File: src/rtl/pipe_scoreboard.sv
// ============================================================================
// pipe_scoreboard : RAW hazard controller with EX/MEM/WB shadow tag pipeline
// Revision 1.0
// ============================================================================
`default_nettype none

module pipe_scoreboard #(
   parameter int CNT_W = 16
) (
   input  logic             clk_i,
   input  logic             rst_i,
   input  logic             dec_valid_i,
   input  logic [7:0]       dec_src_i,
   input  logic [1:0]       dec_src_en_i,
   input  logic [3:0]       dec_dst_i,
   input  logic [1:0]       dec_wr_i,
   input  logic [3:0]       dec_bank_i,
   input  logic             mem_hold_i,
   input  logic             flush_i,
   output logic             stall_o,
   output logic             hazard_o,
   output logic             issue_o,
   output logic [15:0]      busy_o,
   output logic [CNT_W-1:0] stall_cnt_o
);

   // Index 0 = S1 (EX), 1 = S2 (MEM), 2 = S3 (WB)
   logic [2:0]       v_q, v_d;
   logic [2:0][3:0]  dst_q, dst_d;
   logic [2:0][3:0]  bank_q, bank_d;
   logic [CNT_W-1:0] cnt_q, cnt_d;

   logic [15:0] busy;
   logic        hazard;
   logic        stall;
   logic        issue;

   // WB is included because the register file does not bypass writes to reads
   always_comb begin
      busy = '0;
      for (int r = 0; r < 16; r++) begin
         for (int k = 0; k < 3; k++) begin
            if (v_q[k] && (dst_q[k] == 4'(r)) && (bank_q[k] == dec_bank_i)) begin
               busy[r] = 1'b1;
            end
         end
      end
   end

   always_comb begin
      hazard = dec_valid_i && !flush_i &&
               ((dec_src_en_i[0] && busy[dec_src_i[3:0]]) ||
                (dec_src_en_i[1] && busy[dec_src_i[7:4]]));
      stall  = hazard || mem_hold_i;
      issue  = dec_valid_i && !stall && !flush_i;
   end

   always_comb begin
      v_d    = v_q;
      dst_d  = dst_q;
      bank_d = bank_q;
      cnt_d  = cnt_q;
      if (!mem_hold_i) begin
         v_d[2]    = v_q[1];
         dst_d[2]  = dst_q[1];
         bank_d[2] = bank_q[1];
         v_d[1]    = v_q[0];
         dst_d[1]  = dst_q[0];
         bank_d[1] = bank_q[0];
         v_d[0]    = issue && (dec_wr_i != 2'b00);
         dst_d[0]  = dec_dst_i;
         bank_d[0] = dec_bank_i;
         if (hazard && (cnt_q != {CNT_W{1'b1}})) begin
            cnt_d = cnt_q + 1'b1;
         end
      end
   end

   always_ff @(posedge clk_i or posedge rst_i) begin
      if (rst_i) begin
         v_q    <= '0;
         dst_q  <= '0;
         bank_q <= '0;
         cnt_q  <= '0;
      end else begin
         v_q    <= v_d;
         dst_q  <= dst_d;
         bank_q <= bank_d;
         cnt_q  <= cnt_d;
      end
   end

   assign stall_o     = stall;
   assign hazard_o    = hazard;
   assign issue_o     = issue;
   assign busy_o      = busy;
   assign stall_cnt_o = cnt_q;

endmodule

`default_nettype wire

File: config.mk
export PLATFORM = sky130hd
export DESIGN_NAME = pipe_scoreboard
export DESIGN_NICKNAME = d
export VERILOG_FILES = /design/src/rtl/pipe_scoreboard.sv
export SDC_FILE = /design/constraint.sdc
export NUM_CORES = 1
export LEC_CHECK = 0
export CAP_MARGIN = 25
export CORE_MARGIN = 1.5
export CORE_UTILIZATION = 48
export DETAILED_ROUTE_END_ITERATION = 7
export PLACE_DENSITY = 0.8
export RECOVER_POWER = 25
export SLEW_MARGIN = 10
export SYNTH_ARGS = -nofsm -noshare
export SYNTH_HDL_FRONTEND = slang
export SYNTH_SLANG_ARGS = --single-unit
File: constraint.sdc
create_clock -name clk_i -period 3.67 [get_ports clk_i]
set_input_delay 0.734 -clock clk_i [delete_from_list [all_inputs] [get_ports clk_i]]
set_output_delay 0.734 -clock clk_i [all_outputs]
set_load 0.005 [all_outputs]
== Word level (Yosys, flattened, before mapping) ==
Cells that the tools add are included.

* Register bits: 43
* Bits of input ports: 25
* Output and inout bits: 35
* Logic and storage cells: 226

* $add $sub $neg: 1
* Magnitude comparators: 2
* Equal/unequal tests: 49
* Multiplexer cells: 52
* Bitwise gates (word level): 1
* Reductions and logical operators: 113

{| class="wikitable"
|+ Operator list
! cell !! number
|-
| logical AND 1 bit || 104
|-
| equality test 4 bit, second input constant || 24
|-
| 2-to-1 mux 1 bit || 50
|-
| equality test 4 x 3 -> 1 bit, second input constant || 12
|-
| equality test 4 x 2 -> 1 bit, second input constant || 6
|-
| adder 16 x 1 -> 16 bit, second input constant || 1
|-
| inequality test 16 bit, second input constant || 1
|-
| equality test 4 x 1 -> 1 bit, second input constant || 3
|-
| equality test 4 bit || 3
|-
| logical NOT 4 bit || 3
|-
| less-than comparator 4 x 5 -> 1 bit, second input constant || 2
|-
| binary-select mux 1 bit (select 4 bit) || 2
|-
| logical NOT 1 bit || 2
|-
| logical OR 1 bit || 2
|-
| AND reduction 2 bit || 1
|-
| nonzero test 2 bit || 1
|-
| inverter 1 bit || 1
|}

== Depth between registers and ports, before layout ==
Gate-level depths: netlist of run 1.

* Depth in word-level cells: 16
* Mapped depth: 11
* Mapped depth without buffers: 9

== Least setup slack after synthesis of run 1 ==
Ideal clock, no wire load.

* Kind: input-to-output
* Start point: input port dec_bank_i[1]
* End point: output port hazard_o
* Arrival time: 3.010 ns
* Required time: 2.936 ns
* Slack: -0.074 ns
* Cell stages on the path: 11
* Buffers on the path: 2
* Cells stage by stage: xor2_1 -> or2_4 -> buf_6 -> nor4_1 -> nor3b_1 -> or4_1 -> a32oi_1 -> nand3_2 -> buf_6 -> nand2_1 -> and3_1

* Cells in the longest elaborated chain, start to end: 10
* Elaborated cells on any way between the ends: 107
* Classes of those cells: eq/ne (3); mux (52); reduce/logical (52)

{| class="wikitable"
|+ Ends and longest elaborated chain
! element !! RTL line !! RTL
|-
| start: declaration || 17 || <nowiki>input logic [3:0] dec_bank_i,</nowiki>
|-
| equality test 4 bit || 43 || <nowiki>if (v_q[k] && (dst_q[k] == 4'(r)) && (bank_q[k] == dec_bank_i)) begin</nowiki>
|-
| logical AND 1 bit || 43 ||
|-
| 2-to-1 mux 1 bit (3 in a row) || 43 ||
|-
| binary-select mux 1 bit (select 4 bit) (on tied branches) || 52, 53 ||
|-
| 2-to-1 mux 1 bit (on tied branches) || 52, 53 ||
|-
| logical AND 1 bit (on tied branches) || 52, 53 ||
|-
| logical OR 1 bit * || 52 || <nowiki>((dec_src_en_i[0] && busy[dec_src_i[3:0]]) ||</nowiki>
|-
| logical AND 1 bit * || 51 || <nowiki>hazard = dec_valid_i && !flush_i &&</nowiki>
|-
| end: declaration || 21 || <nowiki>output logic hazard_o,</nowiki>
|}

Mark *: on every way between the ends. The rest lies on a longest branch, timed or not. The select of a mux whose other input is x is not followed.

== Worst setup path after layout of run 1 ==
* Start point: input port dec_bank_i[3]
* End point: output port hazard_o

Same word-level chain as after synthesis.

==> results of run 1 <==
==> layout by cell type, fill, tap and decap left out, types with 7 or more instances in the layout <==
cell             instances
nand2_1                 24
nor3_1                  10
nor4_1                  15
clkdlybuf4s50_1         49
nand4_1                  8
nand3_1                 17
xor2_1                  13
nor2_1                  16
nand2b_1                 9
dfrtp_1                 43
inv_1                   12
mux2_2                  27
a211oi_2                10
buf_4                   77
or3_1                    9
buf_6                    7
==> layer usage <==
| layer | global-route usage, % | vias up | wire, um |
|---|---|---|---|
| met2 | 47.4 | 200 | 5120 |
| met5 | 0 | - | 0 |
| li1 | - | 1562 | - |
| met1 | 37.0 | 1638 | 4320 |
| met3 | 3.44 | 66 | 696 |
| met4 | 16.4 | 0 | 763 |
==> layout make-up <==
cell class / count / area share (%)
Sequential cell: 43 / 21.8
Timing Repair Buffer: 144 / 26.2
Clock buffer: 7 / 1.55
Tap cell: 77 / 1.96
Multi-Input combinational cell: 271 / 47.5
Inverter: 12 / 0.914
Clock inverter: 1 / 0.102
==> flip-flops by register name, indices dropped and copies added, names as in the netlist <==
| register | flops |
|---|---|
| bank_q | 12 |
| stall_cnt_o | 16 |
| dst_q | 12 |
| v_q | 3 |
==> kinds of logic (layout without fill, tap and decap cells) <==
| family | Yosys count | count (layout) | share of synthesized area, % |
|---|---|---|---|
| xor gates and xnor gates | 27 | 27 | 7.41 |
| buffers and inverters | 29 | 164 | 4.74 |
| AOI/OAI and AO/OA | 43 | 43 | 12.3 |
| adders and majority gates | 1 | 1 | 0.392 |
| DFF | 43 | 43 | 33.7 |
| muxes | 29 | 29 | 10.1 |
| and+or+nand+nor | 170 | 171 | 31.3 |
==> critical path: cells and delay by family <==
kind                   cells  cell delay, ns
AND/OR/NAND/NOR            7            1.59
buffers and inverters      4            0.49
AO/OA/AOI/OAI              1            0.18
XOR/XNOR                   1            0.16
==> cell usage after synthesis, types with 3 or more instances <==
cell type / count
a211oi_1: 5
a211oi_2: 9
a21oi_1: 3
and3_1: 4
buf_6: 3
clkbuf_1: 7
dfrtp_1: 43
inv_1: 12
mux2_2: 27
nand2_1: 25
nand2b_1: 9
nand3_1: 19
nand3b_1: 3
nand4_1: 8
nor2_1: 16
nor3_1: 10
nor3b_1: 4
nor4_1: 25
nor4b_1: 3
o21ai_0: 6
or2_2: 5
or3_1: 10
or3_2: 3
or4_1: 9
xnor2_1: 10
xor2_1: 17
==> worst paths after layout <==
path	slack (ns)	start	cells past startpoint	end
max in group asynchronous	1.82	rst_i	3	bank_q[7]$_DFFE_PP0N_
worst max-delay path	-0.22	dec_bank_i[3]	13	hazard_o
min in group asynchronous	1.02	rst_i	2	stall_cnt_o[15]$_DFFE_PP0P_
worst max register to register	0.16	bank_q[11]$_DFFE_PP0N_	13	stall_cnt_o[1]$_DFFE_PP0P_
worst min-delay path	0.50	stall_cnt_o[8]$_DFFE_PP0P_	1	stall_cnt_o[8]$_DFFE_PP0P_
worst min register to register	0.50	stall_cnt_o[8]$_DFFE_PP0P_	1	stall_cnt_o[8]$_DFFE_PP0P_
==> repair_timing <==
item	in CTS	in global routing
gates resized for setup	73	31
gates cloned	1	0
hold buffers	0	0
setup buffers	11	9
setup endpoints to repair	18	4
pin swaps	24	22
==> power groups by stage <==
| stage | clock network, mW | logic [mW] | registers (mW) |
|---|---|---|---|
| 2_1_floorplan | 0 | 0.251 | 0.594 |
| 3_3_place_gp | 0 | 0.408 | 0.611 |
| 3_5_place_dp | 0 | 0.421 | 0.615 |
| 4_1_cts | 0.300 | 0.480 | 0.613 |
| 5_1_grt | 0.317 | 0.583 | 0.639 |
| 6_report | 0.299 | 0.546 | 0.629 |
==> flow_summary.toml, run 1 <==
[status]
run_status = "complete, but fails checks"
violations = "setup timing"

[logic_synthesis]
synth_cells = 342
synth_seq_cells = 43
syn_area_um2 = 3190
async_flop_share_pct = 100
ys.flop_type = "dfrtp_1"
syn_nets = 368
synth.avg_cell_area_um2 = 9.34
yosysSeqAreaShare_pct = 33.7
yosys.area.top_type = "dfrtp_1"
synth_top_area_share_pct = 33.7
synth_area_leaders = "dfrtp_1 (34%), mux2_2 (9.5%), nor4_1 (4.9%)"
synth_edf_count = 0
synth_warnings = 0
synth_cell_type_count = 61

[global_route]
grt_max_degree = 29
antenna_found_initial = 0
track_usage_pct = 28.9
grt_pass1_wl_um = 16400
grt-ovfl-total = 0
grt_pass1_vias = 3267

[sta]
fin_skew_ns = 0.00749
fin_setup_tns_ns = -0.629
whs_ns = 0.496
finalMaxSlewViolations = 0
fmax_mhz = 257
fin_crit_sh_pct = 106
hold_viol_final = 0
finalWorstSetupSlack_ns = -0.220
finalSetupViolations = 3
rsz0062_at_grt = "yes"
fin_crit_ns = 3.89
tightest_slew_ns = 1.48
relSlewSlack_pct = 1.33

[routing]
wl_um = 10900
via_per_inst = 6.25
drtIter0Drc = 297
drt_first_pass_iters = 5
drt-wirelength-per-cell_um = 19.7
ant_nets = 0
vias = 3466
post-route-drc-count = 0

[flow_run]
max-cap-violations = 0

[setup_path]
cp_max_fo = 4
worstSetupPathType = "in -> out"
start_kind = "input port"
slowest_stage = "or4_4"
path_cells = "buf_12 -> xnor2_4 -> nand4_1 -> nor4_2 -> buf_4 -> nor4_2 -> or4_4 -> a32oi_2 -> nand3_2 -> nand2_4 -> buf_6 -> and3_4 -> buf_6"
worstPathArrival_ns = 3.16
critPathRequiredTime_ns = 2.94
max_stage_delay_ns = 0.55
crit_path_end_kind = "primary output"

[power]
leakagePower_nw = 2.09
ir_drop_v = 0.000334
switching_share_pct = 35.0
powerDensity_nw_per_um2 = 299
power_frac_seq_pct = 42.7
power.internal_uw = 957
clockPowerShare_pct = 20.3
power_mw = 1.47
combPwrFrac_pct = 37.0
power_switching_uw = 516

[placed_design]
numPortBuffers = 59
dp_hpwl_um = 7370
gp_congestion = 1.00
place_ws_ns = -1.03
placed_cells = 526
place_area_um2 = 4310

[layout]
fin_cells = 555
insertedDiodeCount = 0
multi_input_area_um2 = 2340
drive_gt1_share_pct = 41.0
fillers = 429
nNetsFinal = 503
final_area_um2 = 4930
finish.utilization_pct = 77.1
areaGrowthSynthToFinish_pct = 54.3
register_area_um2 = 1080

[clock_network]
cts_htree_levels = 2
clk_path_buf_depth = 2
path_clk_slew_ns = 0.08
cts_made_buffers = 5
cts-root-buf = "clkbuf_8"
cts_tree = "yes"
cts.sinks = 43
clk_latency_ns = 0.30

[floorplan]
core_area_um2 = 6390
fp.dieH_um = 84.6
start_util_pct = 50.0
pin_count = 60
dieArea_um2 = 7150
rows = 29
die_x_um = 84.6

[min_path]
min_path_type = "reg -> reg"
(Power assumes the default switching activity.)
==> run 2: changes to the inputs <==
- CORE_MARGIN: 1.5 -> unset
==> flow_summary.toml, run 2 (synthesis results as in run 1) <==
[setup_path]
critPathRequiredTime_ns = 2.94
start_kind = "input port"
cp_max_fo = 5
slowest_stage = "nor3_1"
cp_common_cell = "buf_6"
crit_buf_inv = 5
worst_path_dominant_cell_family = "compound AO/OA/AOI/OAI gates"
setup.worst_path.start = "dec_bank_i[0]"
timing.rr.start = "bank_q[0]$_DFFE_PP0N_"
worstSetupPathType = "in -> out"
crit_path_end_kind = "primary output"
worstPathArrival_ns = 3.22
path_cells = "buf_12 -> xnor2_4 -> nand4_1 -> buf_4 -> buf_6 -> nor3b_1 -> nor3_1 -> o2bb2a_4 -> o2111a_1 -> a211oi_4 -> nand2_4 -> buf_6 -> a31o_4 -> buf_6"
max_stage_delay_ns = 0.46

[sta]
fmax_mhz = 253
tightest_slew_ns = 1.51
whs_ns = 0.497
fin_skew_ns = 0.00587
hold_viol_final = 0
rsz0062_at_grt = "yes"
relSlewSlack_pct = -0.745
fin_crit_ns = 3.95
fin_setup_tns_ns = -0.688
finalMaxSlewViolations = 29
fin_crit_sh_pct = 108
finalSetupViolations = 3
finalWorstSetupSlack_ns = -0.283

[global_route]
grt_max_degree = 29
grt-ovfl-total = 0
gr-usage-met1_pct = 36.9
use_met2_pct = 47.7
grt_pass1_wl_um = 16300
busiest_layer = "met2"
use_met3_pct = 4.85
antenna_found_initial = 0
grt_pass1_vias = 3363
track_usage_pct = 29.2

[placed_design]
dp_hpwl_um = 7200
place_ws_ns = -1.10
gp_congestion = 1.02
numPortBuffers = 59

[power]
ir_drop_v = 0.000276
power_mw = 1.45
powerDensity_nw_per_um2 = 303
leakagePower_nw = 2.02

[routing]
drt-wirelength-per-cell_um = 18.9
post-route-drc-count = 0
ant_nets = 0
drt_first_pass_iters = 7
vias = 3372
drtIter0Drc = 275
wl_um = 10300
via_per_inst = 6.18

[clock_network]
cts_tree = "yes"
cts-root-buf = "clkbuf_8"
cts_hold_buf = 0
clk_path_buf_depth = 2
clk_latency_ns = 0.29
cts_htree_levels = 2
cts.sinks = 43
cts_made_buffers = 5
path_clk_slew_ns = 0.07

[layout]
fillers = 429
largest_reg_flops = 16
drive_gt1_share_pct = 38.4
nNetsFinal = 494
areaGrowthSynthToFinish_pct = 49.6
insertedDiodeCount = 0
final_cell_mix = "buf_4 (67), clkdlybuf4s50_1 (50), dfrtp_1 (43)"
final_common_cell = "buf_4"

[floorplan]
start_util_pct = 50.0
dieArea_um2 = 6980
rows = 29
fp.dieH_um = 83.6
die_x_um = 83.6
core_area_um2 = 6390
pin_count = 60

[status]
violations = "capacitance limit, slew limit, setup timing"
run_status = "complete, but fails checks"

[min_path]
min_path_type = "reg -> reg"
hp-start = "stall_cnt_o[10]$_DFFE_PP0P_"

[flow_run]
max-cap-violations = 1
## run 2: through the flow
stage          util [%]  cell area (um^2)  std cells
2_1_floorplan         -              3230        342
3_3_place_gp       67.3              4300        526
3_5_place_dp       67.3              4300        526
4_1_cts            73.1              4670        543
5_1_grt            74.8              4780        546
6_report           74.8              4780        546
## run 2: repair_timing
item | CTS | global route
pin swaps | 25 | 11
gates resized for setup | 78 | 13
buffers inserted | 4 | 3
gates cloned | 5 | 0
setup endpoints to repair | 25 | 3
## run 2: report_power, final
group | total (mW) | leakage, nW | internal [mW] | switching (mW)
clock network | 0.294 | 0.0422 | 0.134 | 0.160
registers | 0.631 | 0.531 | 0.533 | 0.0985
logic | 0.524 | 1.45 | 0.277 | 0.248
total | 1.45 | 2.02 | 0.944 | 0.506
## run 2: layout make-up
cell class | instances | area [um^2] | share of cell area (%)
repair buffers | 133 | 1160 | 24.2
multi-input cells | 273 | 2320 | 48.6
clock inverters | 1 | 5.00 | 0.105
inverters | 12 | 45.0 | 0.943
well taps | 77 | 96.3 | 2.02
flip-flops and latches | 43 | 1080 | 22.5
clock buffers | 7 | 76.3 | 1.60
## run 2: path summary, 6_finish.rpt
kind                                               end  slack, ns  depth (start not counted)
min in group asynchronous         dst_q[6]$_DFFE_PP0N_       1.06                          2
hold / removal             stall_cnt_o[10]$_DFFE_PP0P_       0.50                          1
max in group asynchronous        dst_q[10]$_DFFE_PP0N_       1.82                          3
hold reg to reg            stall_cnt_o[10]$_DFFE_PP0P_       0.50                          1
setup reg to reg            stall_cnt_o[1]$_DFFE_PP0P_       0.42                         12
setup / recovery                               stall_o      -0.28                         14
## run 2: routing by layer
layer | part of all wire, % | vias to the layer above | wire, um
met3 | 7.3 | 44 | 754
met4 | 4.6 | 0 | 474
met5 | 0 | - | 0
li1 | - | 1543 | -
met1 | 40 | 1595 | 4130
met2 | 48 | 190 | 4980
